===== src/rtl/ppcm_wb_arbiter.sv =====
// rtl/ppcm_wb_arbiter.sv - two-master round-robin Wishbone arbiter for wb_ppcm (optional PPCM_ARB_TIMEOUT_EN watchdog)
module ppcm_wb_arbiter #(
  parameter int ADDR_BITS = 32,
  parameter int TIMEOUT   = 1024
) (
  input  logic                 clk,
  input  logic                 rst,
  input  logic                 wbs0_cyc_i,
  input  logic                 wbs0_stb_i,
  input  logic [ADDR_BITS-1:0] wbs0_addr_i,
  input  logic [2:0]           wbs0_cti_i,
  input  logic [1:0]           wbs0_bte_i,
  input  logic [3:0]           wbs0_sel_i,
  input  logic                 wbs0_we_i,
  input  logic [31:0]          wbs0_data_i,
  output logic [31:0]          wbs0_data_o,
  output logic                 wbs0_ack_o,
  output logic                 wbs0_err_o,
  input  logic                 wbs1_cyc_i,
  input  logic                 wbs1_stb_i,
  input  logic [ADDR_BITS-1:0] wbs1_addr_i,
  input  logic [2:0]           wbs1_cti_i,
  input  logic [1:0]           wbs1_bte_i,
  input  logic [3:0]           wbs1_sel_i,
  input  logic                 wbs1_we_i,
  input  logic [31:0]          wbs1_data_i,
  output logic [31:0]          wbs1_data_o,
  output logic                 wbs1_ack_o,
  output logic                 wbs1_err_o,
  output logic                 wbm_cyc_o,
  output logic                 wbm_stb_o,
  output logic                 wbm_we_o,
  output logic [ADDR_BITS-1:0] wbm_addr_o,
  output logic [2:0]           wbm_cti_o,
  output logic [1:0]           wbm_bte_o,
  output logic [3:0]           wbm_sel_o,
  output logic [31:0]          wbm_data_o,
  input  logic [31:0]          wbm_data_i,
  input  logic                 wbm_ack_i,
  output logic [1:0]           grant
);

  typedef enum logic [1:0] {
    IDLE = 2'd0,
    OWN0 = 2'd1,
    OWN1 = 2'd2
  } state_t;

  state_t state;
  logic   last_owner;
  logic   err_q;

  // Ownership FSM: a master keeps the bus for its whole cyc span; ties go to
  // the master that did not own last, so the two alternate under contention.
  always_ff @(posedge clk) begin
    if (rst) begin
      state      <= IDLE;
      last_owner <= 1'b1;
      grant      <= 2'b00;
    end else begin
      case (state)
        IDLE: begin
          if (wbs0_cyc_i && wbs1_cyc_i) begin
            if (last_owner) begin
              state <= OWN0;
              grant <= 2'b01;
            end else begin
              state <= OWN1;
              grant <= 2'b10;
            end
          end else if (wbs0_cyc_i) begin
            state <= OWN0;
            grant <= 2'b01;
          end else if (wbs1_cyc_i) begin
            state <= OWN1;
            grant <= 2'b10;
          end
        end
        OWN0: begin
          if (!wbs0_cyc_i) begin
            state      <= IDLE;
            grant      <= 2'b00;
            last_owner <= 1'b0;
          end
        end
        OWN1: begin
          if (!wbs1_cyc_i) begin
            state      <= IDLE;
            grant      <= 2'b00;
            last_owner <= 1'b1;
          end
        end
        default: begin
          state <= IDLE;
          grant <= 2'b00;
        end
      endcase
    end
  end

  // Bus steering: the owner's request reaches the slave and only the owner
  // sees the response; everything reads as zero while idle.
  always_comb begin
    wbm_cyc_o   = 1'b0;
    wbm_stb_o   = 1'b0;
    wbm_we_o    = 1'b0;
    wbm_addr_o  = '0;
    wbm_cti_o   = 3'b000;
    wbm_bte_o   = 2'b00;
    wbm_sel_o   = 4'b0000;
    wbm_data_o  = 32'h0;
    wbs0_data_o = 32'h0;
    wbs0_ack_o  = 1'b0;
    wbs0_err_o  = 1'b0;
    wbs1_data_o = 32'h0;
    wbs1_ack_o  = 1'b0;
    wbs1_err_o  = 1'b0;
    case (state)
      OWN0: begin
        wbm_cyc_o   = wbs0_cyc_i;
        wbm_stb_o   = wbs0_stb_i;
        wbm_we_o    = wbs0_we_i;
        wbm_addr_o  = wbs0_addr_i;
        wbm_cti_o   = wbs0_cti_i;
        wbm_bte_o   = wbs0_bte_i;
        wbm_sel_o   = wbs0_sel_i;
        wbm_data_o  = wbs0_data_i;
        wbs0_data_o = wbm_data_i;
        wbs0_ack_o  = wbm_ack_i;
        wbs0_err_o  = err_q;
      end
      OWN1: begin
        wbm_cyc_o   = wbs1_cyc_i;
        wbm_stb_o   = wbs1_stb_i;
        wbm_we_o    = wbs1_we_i;
        wbm_addr_o  = wbs1_addr_i;
        wbm_cti_o   = wbs1_cti_i;
        wbm_bte_o   = wbs1_bte_i;
        wbm_sel_o   = wbs1_sel_i;
        wbm_data_o  = wbs1_data_i;
        wbs1_data_o = wbm_data_i;
        wbs1_ack_o  = wbm_ack_i;
        wbs1_err_o  = err_q;
      end
      default: begin
      end
    endcase
  end

`ifdef PPCM_ARB_TIMEOUT_EN
  localparam int WD_BITS = $clog2(TIMEOUT + 1);

  logic [WD_BITS-1:0] wd_cnt;

  // Stall watchdog: counts strobed cycles without ack. Ownership changes
  // always pass through IDLE where cyc is low, which clears the count.
  always_ff @(posedge clk) begin
    if (rst) begin
      wd_cnt <= '0;
      err_q  <= 1'b0;
    end else begin
      err_q <= 1'b0;
      if (!(wbm_cyc_o && wbm_stb_o) || wbm_ack_i) begin
        wd_cnt <= '0;
      end else if (wd_cnt == WD_BITS'(TIMEOUT - 1)) begin
        wd_cnt <= '0;
        err_q  <= 1'b1;
      end else begin
        wd_cnt <= wd_cnt + WD_BITS'(1);
      end
    end
  end
`else
  // Watchdog compiled out: the error lines stay constant low.
  assign err_q = (TIMEOUT < 0);
`endif

endmodule

===== config.mk =====
export PLATFORM = sky130hd
export DESIGN_NAME = ppcm_wb_arbiter
export DESIGN_NICKNAME = d
export VERILOG_FILES = /design/src/rtl/ppcm_wb_arbiter.sv
export SDC_FILE = /design/constraint.sdc
export NUM_CORES = 1
export LEC_CHECK = 0
export BUFFER_PORTS_ARGS = -buffer_cell sky130_fd_sc_hd__buf_2
export CAP_MARGIN = 15
export CORE_AREA = 2 2 127 129
export DETAILED_ROUTE_END_ITERATION = 6
export DIE_AREA = 0 0 129 131
export PLACE_DENSITY = 0.41
export REMOVE_ABC_BUFFERS = 1
export SYNTH_ARGS = -nofsm -noshare
export SYNTH_HDL_FRONTEND = slang
export SYNTH_SLANG_ARGS = --single-unit

===== constraint.sdc =====
create_clock -name clk -period 1.6 [get_ports clk]
set_input_delay 0.4 -clock clk [delete_from_list [all_inputs] [get_ports clk]]
set_output_delay 0.4 -clock clk [all_outputs]
set_load 0.02 [all_outputs]

; ---- Word level (Yosys, flattened, before mapping)
; Index checks and enable logic that the tools add are counted.
[totals]
input_bits = 187
register_bits = 3
out_inout_bits = 146
word_cells = 34
[op_classes]
mux = 22
n_eq_ne = 5
reduce_logical = 5
[op_table]
columns = cell, n
row1 = 32-bit one-hot mux with 2 select lines, 2
row2 = 32-bit 2-to-1 mux, 2
row3 = 2-bit 2-to-1 mux, 6
row4 = 1-bit one-hot mux with 2 select lines, 4
row5 = 4-bit one-hot mux with 2 select lines, 1
row6 = 2-bit one-hot mux with 3 select lines, 1
row7 = 3-bit one-hot mux with 2 select lines, 1
row8 = 3-bit AND reduction, 2
row9 = 1-bit 2-to-1 mux, 4
row10 = "2-bit != test, second input constant", 2
row11 = "4-bit != test, second input constant", 1
row12 = 2-bit one-hot mux with 2 select lines, 1
row13 = "2-bit by 1-bit equality test with 1-bit output, second input constant", 1
row14 = "2-bit equality test, second input constant", 1
row15 = 2-bit logical NOT, 1
row16 = 2-bit nonzero test, 1
row17 = 1-bit logical AND, 1

; ---- Depth between registers and ports, before layout
; Gate-level depths: netlist of run 1.
[depth]
word_depth = 4
mapped_depth = 7
depth_no_buf = 5

; ---- Worst setup path before layout of run 1
; Ideal clock, no wire load.
[synth_path]
kind = register -> output
startpoint = register state[0]
endpoint = output port wbm_addr_o[0]
path_slack_ns = -0.493
t_arrival_ns = 1.693
path_buffers = 2
path_stages_with_launch = 6
t_required_ns = 1.200
path_cell_list = dfxtp_1 inv_1 ha_1 clkbuf_1 clkbuf_1 nor2b_1
[synth_between]
elab_chain_len = 2
word_cells_on_any_way = 3
cone_classes = 2 x eq/ne / 1 x mux
[synth_lines]
columns = item, line_no
row1 = start: declaration, 49  ; state_t state;
row2 = start signal: assignment, 57  ; state <= IDLE;
row3 = start signal: assignment, 65  ; state <= OWN0;
row4 = start signal: assignment, 68  ; state <= OWN1;
row5 = 2-bit equality test / 2-bit by 1-bit equality test with 1-bit output (equally long branches), 118  ; case (state)
row6 = 32-bit one-hot mux with 2 select lines (*), 118
row7 = end: declaration, 33  ; output logic [ADDR_BITS-1:0] wbm_addr_o,
; Mark *: on every way between the ends. The rest lies on a longest branch, timed or not.

; ---- Worst setup path after layout of run 1
[layout_path]
startpoint = register state[1]
endpoint = output port wbm_sel_o[3]
[layout_between]
elab_chain_len = 2
word_cells_on_any_way = 3
cone_classes = 2 x eq/ne / 1 x mux
[layout_lines]
columns = item, line_no
row1 = 2-bit equality test / 2-bit by 1-bit equality test with 1-bit output (equally long branches), 118
row2 = 4-bit one-hot mux with 2 select lines (*), 118
row3 = end: declaration, 36  ; output logic [3:0] wbm_sel_o,
; Marked as above.

==> results of run 1 <==
cell type report:
class	instances	area, um2	area share
timing repair buffer	371	2865	0.5261
multi-input combinational	237	2145	0.3938
tap	216	270.3	0.04962
clock buffer	4	78.83	0.01447
sequential	3	67.56	0.01241
inverter	4	20.02	0.003676
where the power goes:
group	internal [mW]	total [mW]	switching [mW]
clock	0.329	0.397	0.0679
sequential	0.0843	0.0964	0.0121
combinational	1.31	2.42	1.11
total	1.72	2.91	1.19
worst min-delay path by stage:
| stage | to | cells after the start | slack (ps) | start |
|---|---|---|---|---|
| CTS | state[1] | 2 | 360 | rst |
| global placement | state[0] | 2 | 510 | state[0] |
| floorplan | state[0] | 1 | 470 | rst |
| global route | state[1] | 2 | 370 | rst |
| finish | state[1] | 2 | 370 | rst |
| detailed placement | state[0] | 2 | 510 | state[0] |
kinds of logic (layout without fill, tap and decap cells):
| family | Yosys count | count (layout) | synth area share |
|---|---|---|---|
| and+or+nand+nor | 147 | 147 | 0.5107 |
| adders and majority gates | 4 | 4 | 0.02761 |
| buffers and inverters | 37 | 379 | 0.08419 |
| DFF | 3 | 3 | 0.03313 |
| other | 1 | 2 | 0.002068 |
| AOI/OAI and AO/OA | 84 | 84 | 0.3423 |
metal layers:
metal	up-vias	GRT usage	share of wire
met2	216	0.2574	0.55
met4	0	0.01535	0.0079
met1	1657	0.1414	0.37
met3	8	0.01507	0.072
met5	-	0	0
li1	1653	-	-
flip-flops by register name, indices dropped and copies added, names as in the netlist:
signal	count
state	2
last_owner	1
critical path, stage by stage (launching register included):
cell       delay, ps
dfxtp_4          370
inv_4             50
ha_4             300
buf_12           160
clkbuf_16        160
nor2b_1          140
buf_4            150
Yosys cell counts:
cell type / instances / area (um2)
ha_1: 4 / 50.05
or4b_1: 1 / 10.01
a22oi_1: 75 / 563.0
and2b_2: 1 / 8.760
clkbuf_1: 18 / 67.56
a22o_1: 1 / 8.760
buf_1: 8 / 30.03
conb_1: 1 / 3.750
a2111o_1: 1 / 11.26
o21ai_0: 2 / 10.01
nor2_1: 1 / 3.750
a21oi_1: 4 / 20.02
o21bai_1: 1 / 7.510
nor2b_1: 75 / 469.2
buf_4: 2 / 15.01
and2_2: 1 / 7.510
and2_1: 66 / 412.9
dfxtp_1: 3 / 60.06
nand2b_1: 1 / 6.260
buf_2: 5 / 25.02
nor3b_1: 1 / 7.510
inv_1: 4 / 15.01
stage by stage:
stage	hold slack, ps	setup slack [ps]
finish	372.0	-368.6
floorplan	469.1	-1639
global placement	513.8	-245.9
global route	372.0	-431.5
detailed placement	511.9	-223.5
CTS	362.8	-361.7
timing repair:
action	in CTS	in global routing
pin swaps	5	44
gates cloned	8	9
endpoints found under the hold margin	0	0
resized for setup	140	146
setup buffers	8	4
setup endpoints to repair	143	144
==> out/results.ini, run 1 <==
[critical_path]
endpoint_kind = output port
reg2reg_setup_slack_ps = -40
r2r_cells = 5
cp.required_ps = 1200
critical_path.endpoint = wbm_sel_o[3]
worst_ep_arrival_time_ps = 1570
worst-path-max-fanout = 6
cp-start-kind = flip-flop
worstSetupPathType = reg2out
rr_startpoint = state[0]
crit_path_start = state[1]
reg2reg_to = state[0]

[grt]
grt_first_pass_wirelength_mm = 16.83
grt_pass1_vias = 3268
grt_max_degree = 45
grt_overflow = 0
gr-usage-all-layers = 0.1257
antenna_found_initial = 0

[die]
die_w_um = 129
chipHeight_um = 131
fp.coreArea_um2 = 15600
initial_core_util = 0.1162
row_count = 46
die-area_um2 = 16900
num_io_pins = 333

[drt]
via_count = 3534
drtIter0Drc = 127
vias_per_cell = 4.232
wl_per_cell_um = 16.75
drtPass1Iterations = 4
ant_nets = 0
drc = 0
routed_wl_mm = 13.99

[timing]
rsz0062_at_grt = true
timing.fmax_mhz = 508.0
setup_tns_ps = -38140
post-route-period-util = 1.230
fin_skew_ps = 0.4822
post-route-worst-setup-slack_ps = -368.6
hold_violations = 0
period_needed_ps = 1969
slew_viol_final = 0
setup_violations = 143

[finish]
final_area_um2 = 5446
finalNonFillerCells = 835
layout-drive-gt1-share = 0.7835
final_util = 0.3492
syn2layout_area_growth_pct = 200.4
nets = 811
layout_commonest_cell = buf_2
final_cell_mix = buf_2 (224), buf_4 (68), a22oi_2 (56)
antenna_cells = 0
fillCellCount = 1580

[placement]
hpwl_mm = 8.669
routabilityCongestion = 0.8172
numPortBuffers = 330
place_inst = 803
postPlaceCellArea_um2 = 3841

[flow_run]
cap_violations = 0

[pwr]
peakVddDrop_v = 0.0003277
finalPower_mw = 2.913
p_leak_nw = 2.531
powerDensity_nw_per_um2 = 534.8

[synth]
ys_types = 22
synth_seq_cells = 3
synth_area_um2 = 1813
ys_seq_area_frac = 0.03313
yosysWarnings = 0
synth.avg_cell_area_um2 = 6.569
syn_inst = 276

[clock_tree]
clkSinkCount = 3
cts_buffer_depth = 2
cts_buffers = 3
postCtsHoldBufs = 0
ctsHtreeMaxLevel = 1
clock_latency_ps = 220
clk_pin_slew_worst_paths_ps = 30
clock-root-buffer = clkbuf_16
cts_tree = built

[outcome]
run_status = finished, violations left
violations = negative setup slack

[worst_hold_path]
hp-class = in2reg

(Power assumes the default switching activity.)
==> run 2, diff against run 1 <==
- MAX_ROUTING_LAYER: not set -> met4
==> run 2 against run 1 <==
  * The flow still finishes with violations (negative setup slack)
  * Final area grew 0.14%
  * Flip-flop and latch count did not move
  * Hold slack worse by 6.8 ps
  * Critical path depth is the same
  * Count of clock-buffer cells in the layout did not move
  * Clock power about the same
  * Utilization is essentially flat
  * Cell count rose by 0.12%
  * Maximum frequency barely moved
  * Via count rose by 0.20%
  * Largest cell class unchanged
  * Largest power group unchanged
==> out/results.ini, run 2 (synthesis results as in run 1) <==
[outcome]
violations = negative setup slack  ; unchanged
run_status = finished, violations left  ; unchanged

[finish]
layout_commonest_cell = buf_2  ; unchanged
final_util = 0.3497  ; was 0.3492
finalNonFillerCells = 836  ; was 835
multi_input_comb_area_um2 = 2145  ; unchanged
layout-drive-gt1-share = 0.7839  ; was 0.7835
top_regs = state (2), last_owner (1)  ; unchanged
final_area_um2 = 5454  ; was 5446 um2
nets = 812  ; was 811
fillCellCount = 1579  ; was 1580
antenna_cells = 0  ; unchanged
final_cell_mix = buf_2 (224), buf_4 (69), a22oi_2 (56)  ; was buf_2 (224), buf_4 (68), a22oi_2 (56)
syn2layout_area_growth_pct = 200.8  ; was 200.4%
largest_reg_flops = 2  ; unchanged
regArea_um2 = 67.56  ; unchanged
max_flop_register = state  ; unchanged

[grt]
grt_first_pass_wirelength_mm = 16.79  ; was 16.83 mm
antenna_found_initial = 0  ; unchanged
grt_overflow = 0  ; unchanged
grt_pass1_vias = 3278  ; was 3268
gr-usage-all-layers = 0.1292  ; was 0.1257
grt_max_degree = 45  ; unchanged

[timing]
setup_violations = 143  ; unchanged
period_needed_ps = 1969  ; about the same
hold_slack_ps = 365.2  ; was 372.0 ps
hold_violations = 0  ; unchanged
slew_viol_final = 0  ; unchanged
rsz0062_at_grt = true  ; unchanged
fin_skew_ps = 0.4991  ; was 0.4822 ps
post-route-period-util = 1.230  ; about the same
post-route-worst-setup-slack_ps = -368.8  ; was -368.6 ps
timing.fmax_mhz = 507.9  ; was 508.0 MHz

[flow_run]
cap_violations = 0  ; unchanged

[clock_tree]
clock-root-buffer = clkbuf_16  ; unchanged
cts_tree = built  ; unchanged
ctsHtreeMaxLevel = 1  ; unchanged
postCtsHoldBufs = 0  ; unchanged
clock_latency_ps = 220  ; about the same
clk_pin_slew_worst_paths_ps = 30  ; about the same
clkSinkCount = 3  ; unchanged
cts_buffers = 3  ; unchanged
cts_buffer_depth = 2  ; unchanged

[critical_path]
worst-path-max-fanout = 6  ; unchanged
path_cells = inv_4, ha_4, buf_12, clkbuf_16, nor2b_1, buf_4  ; unchanged
reg2reg_setup_slack_ps = -40  ; about the same
worstSetupPathType = reg2out  ; unchanged
worst_ep_arrival_time_ps = 1570  ; about the same
crit_path_max_incr_delay_ps = 370  ; about the same
endpoint_kind = output port  ; unchanged
cp.required_ps = 1200  ; about the same
cp-start-kind = flip-flop  ; unchanged
cp_slowest_cell = dfxtp_4  ; unchanged

[drt]
drtPass1Iterations = 4  ; unchanged
via_count = 3541  ; was 3534
wl_per_cell_um = 16.86  ; was 16.75 um
routed_wl_mm = 14.10  ; was 13.99 mm
drtIter0Drc = 131  ; was 127
ant_nets = 0  ; unchanged
drc = 0  ; unchanged
vias_per_cell = 4.236  ; was 4.232

[die]
die-area_um2 = 16900  ; unchanged
chipHeight_um = 131  ; unchanged
num_io_pins = 333  ; unchanged
fp.coreArea_um2 = 15600  ; unchanged
row_count = 46  ; unchanged
initial_core_util = 0.1162  ; unchanged
die_w_um = 129  ; unchanged

[worst_hold_path]
hp-class = in2reg  ; unchanged

[placement]
routabilityCongestion = 0.8293  ; was 0.8172
place_inst = 803  ; unchanged
numPortBuffers = 330  ; unchanged
hpwl_mm = 8.669  ; unchanged
postPlaceCellArea_um2 = 3841  ; unchanged

[pwr]
p_leak_nw = 2.536  ; was 2.531 nW
finalPower_mw = 2.919  ; was 2.913 mW
peakVddDrop_v = 0.0003269  ; was 0.0003277 V
powerDensity_nw_per_um2 = 535.2  ; was 534.8 nW/um2

[run 2: what timing repair did]
action / 4_1_cts / 5_1_grt
resized for setup: 140 / 146
setup buffers: 8 / 5
cloned: 8 / 9
endpoints found under the setup margin: 143 / 144
pin swaps: 5 / 44
endpoints found under the hold margin: 0 / 0
[run 2: routing by layer]
metal | GRT usage | routed length [um]
met1 | 0.1431 | 5345
met2 | 0.2574 | 7783
met3 | 0.01099 | 894
met4 | 0.01535 | 76
met5 | - | 0
[run 2: area by class of cell]
| class | count | area share |
|---|---|---|
| Multi-Input combinational cell | 237 | 0.3932 |
| Clock buffer | 4 | 0.01445 |
| Timing Repair Buffer | 372 | 0.5267 |
| Tap cell | 216 | 0.04955 |
| Inverter | 4 | 0.003671 |
| Sequential cell | 3 | 0.01239 |
[run 2: worst paths after layout]
path	cells past startpoint	end	from
worst min register to register	2	state[0]	state[0]
worst max-delay path	6	wbm_sel_o[3]	state[1]
worst max register to register	5	state[0]	state[0]
worst min-delay path	2	state[1]	rst
[run 2: report_power, final]
| part | leakage (nW) | switching [mW] | internal (mW) |
|---|---|---|---|
| clock network | 0.0382 | 0.0678 | 0.329 |
| logic | 2.47 | 1.11 | 1.32 |
| registers | 0.0260 | 0.0122 | 0.0843 |
[run 2: critical path: cells and delay by family, from the launching register on]
| kind | cells | cell delay (ps) |
|---|---|---|
| fa+ha+maj | 1 | 300 |
| flops | 1 | 370 |
| buf+inv | 4 | 520 |
| simple gates | 1 | 140 |
[run 2: per-stage QoR]
stage	setup slack (ps)	setup TNS (ps)
2_1_floorplan	-1639	-180720
3_3_place_gp	-245.9	-13320
3_5_place_dp	-223.5	-14180
4_1_cts	-361.7	-39700
5_1_grt	-431.5	-46750
6_report	-368.8	-38560
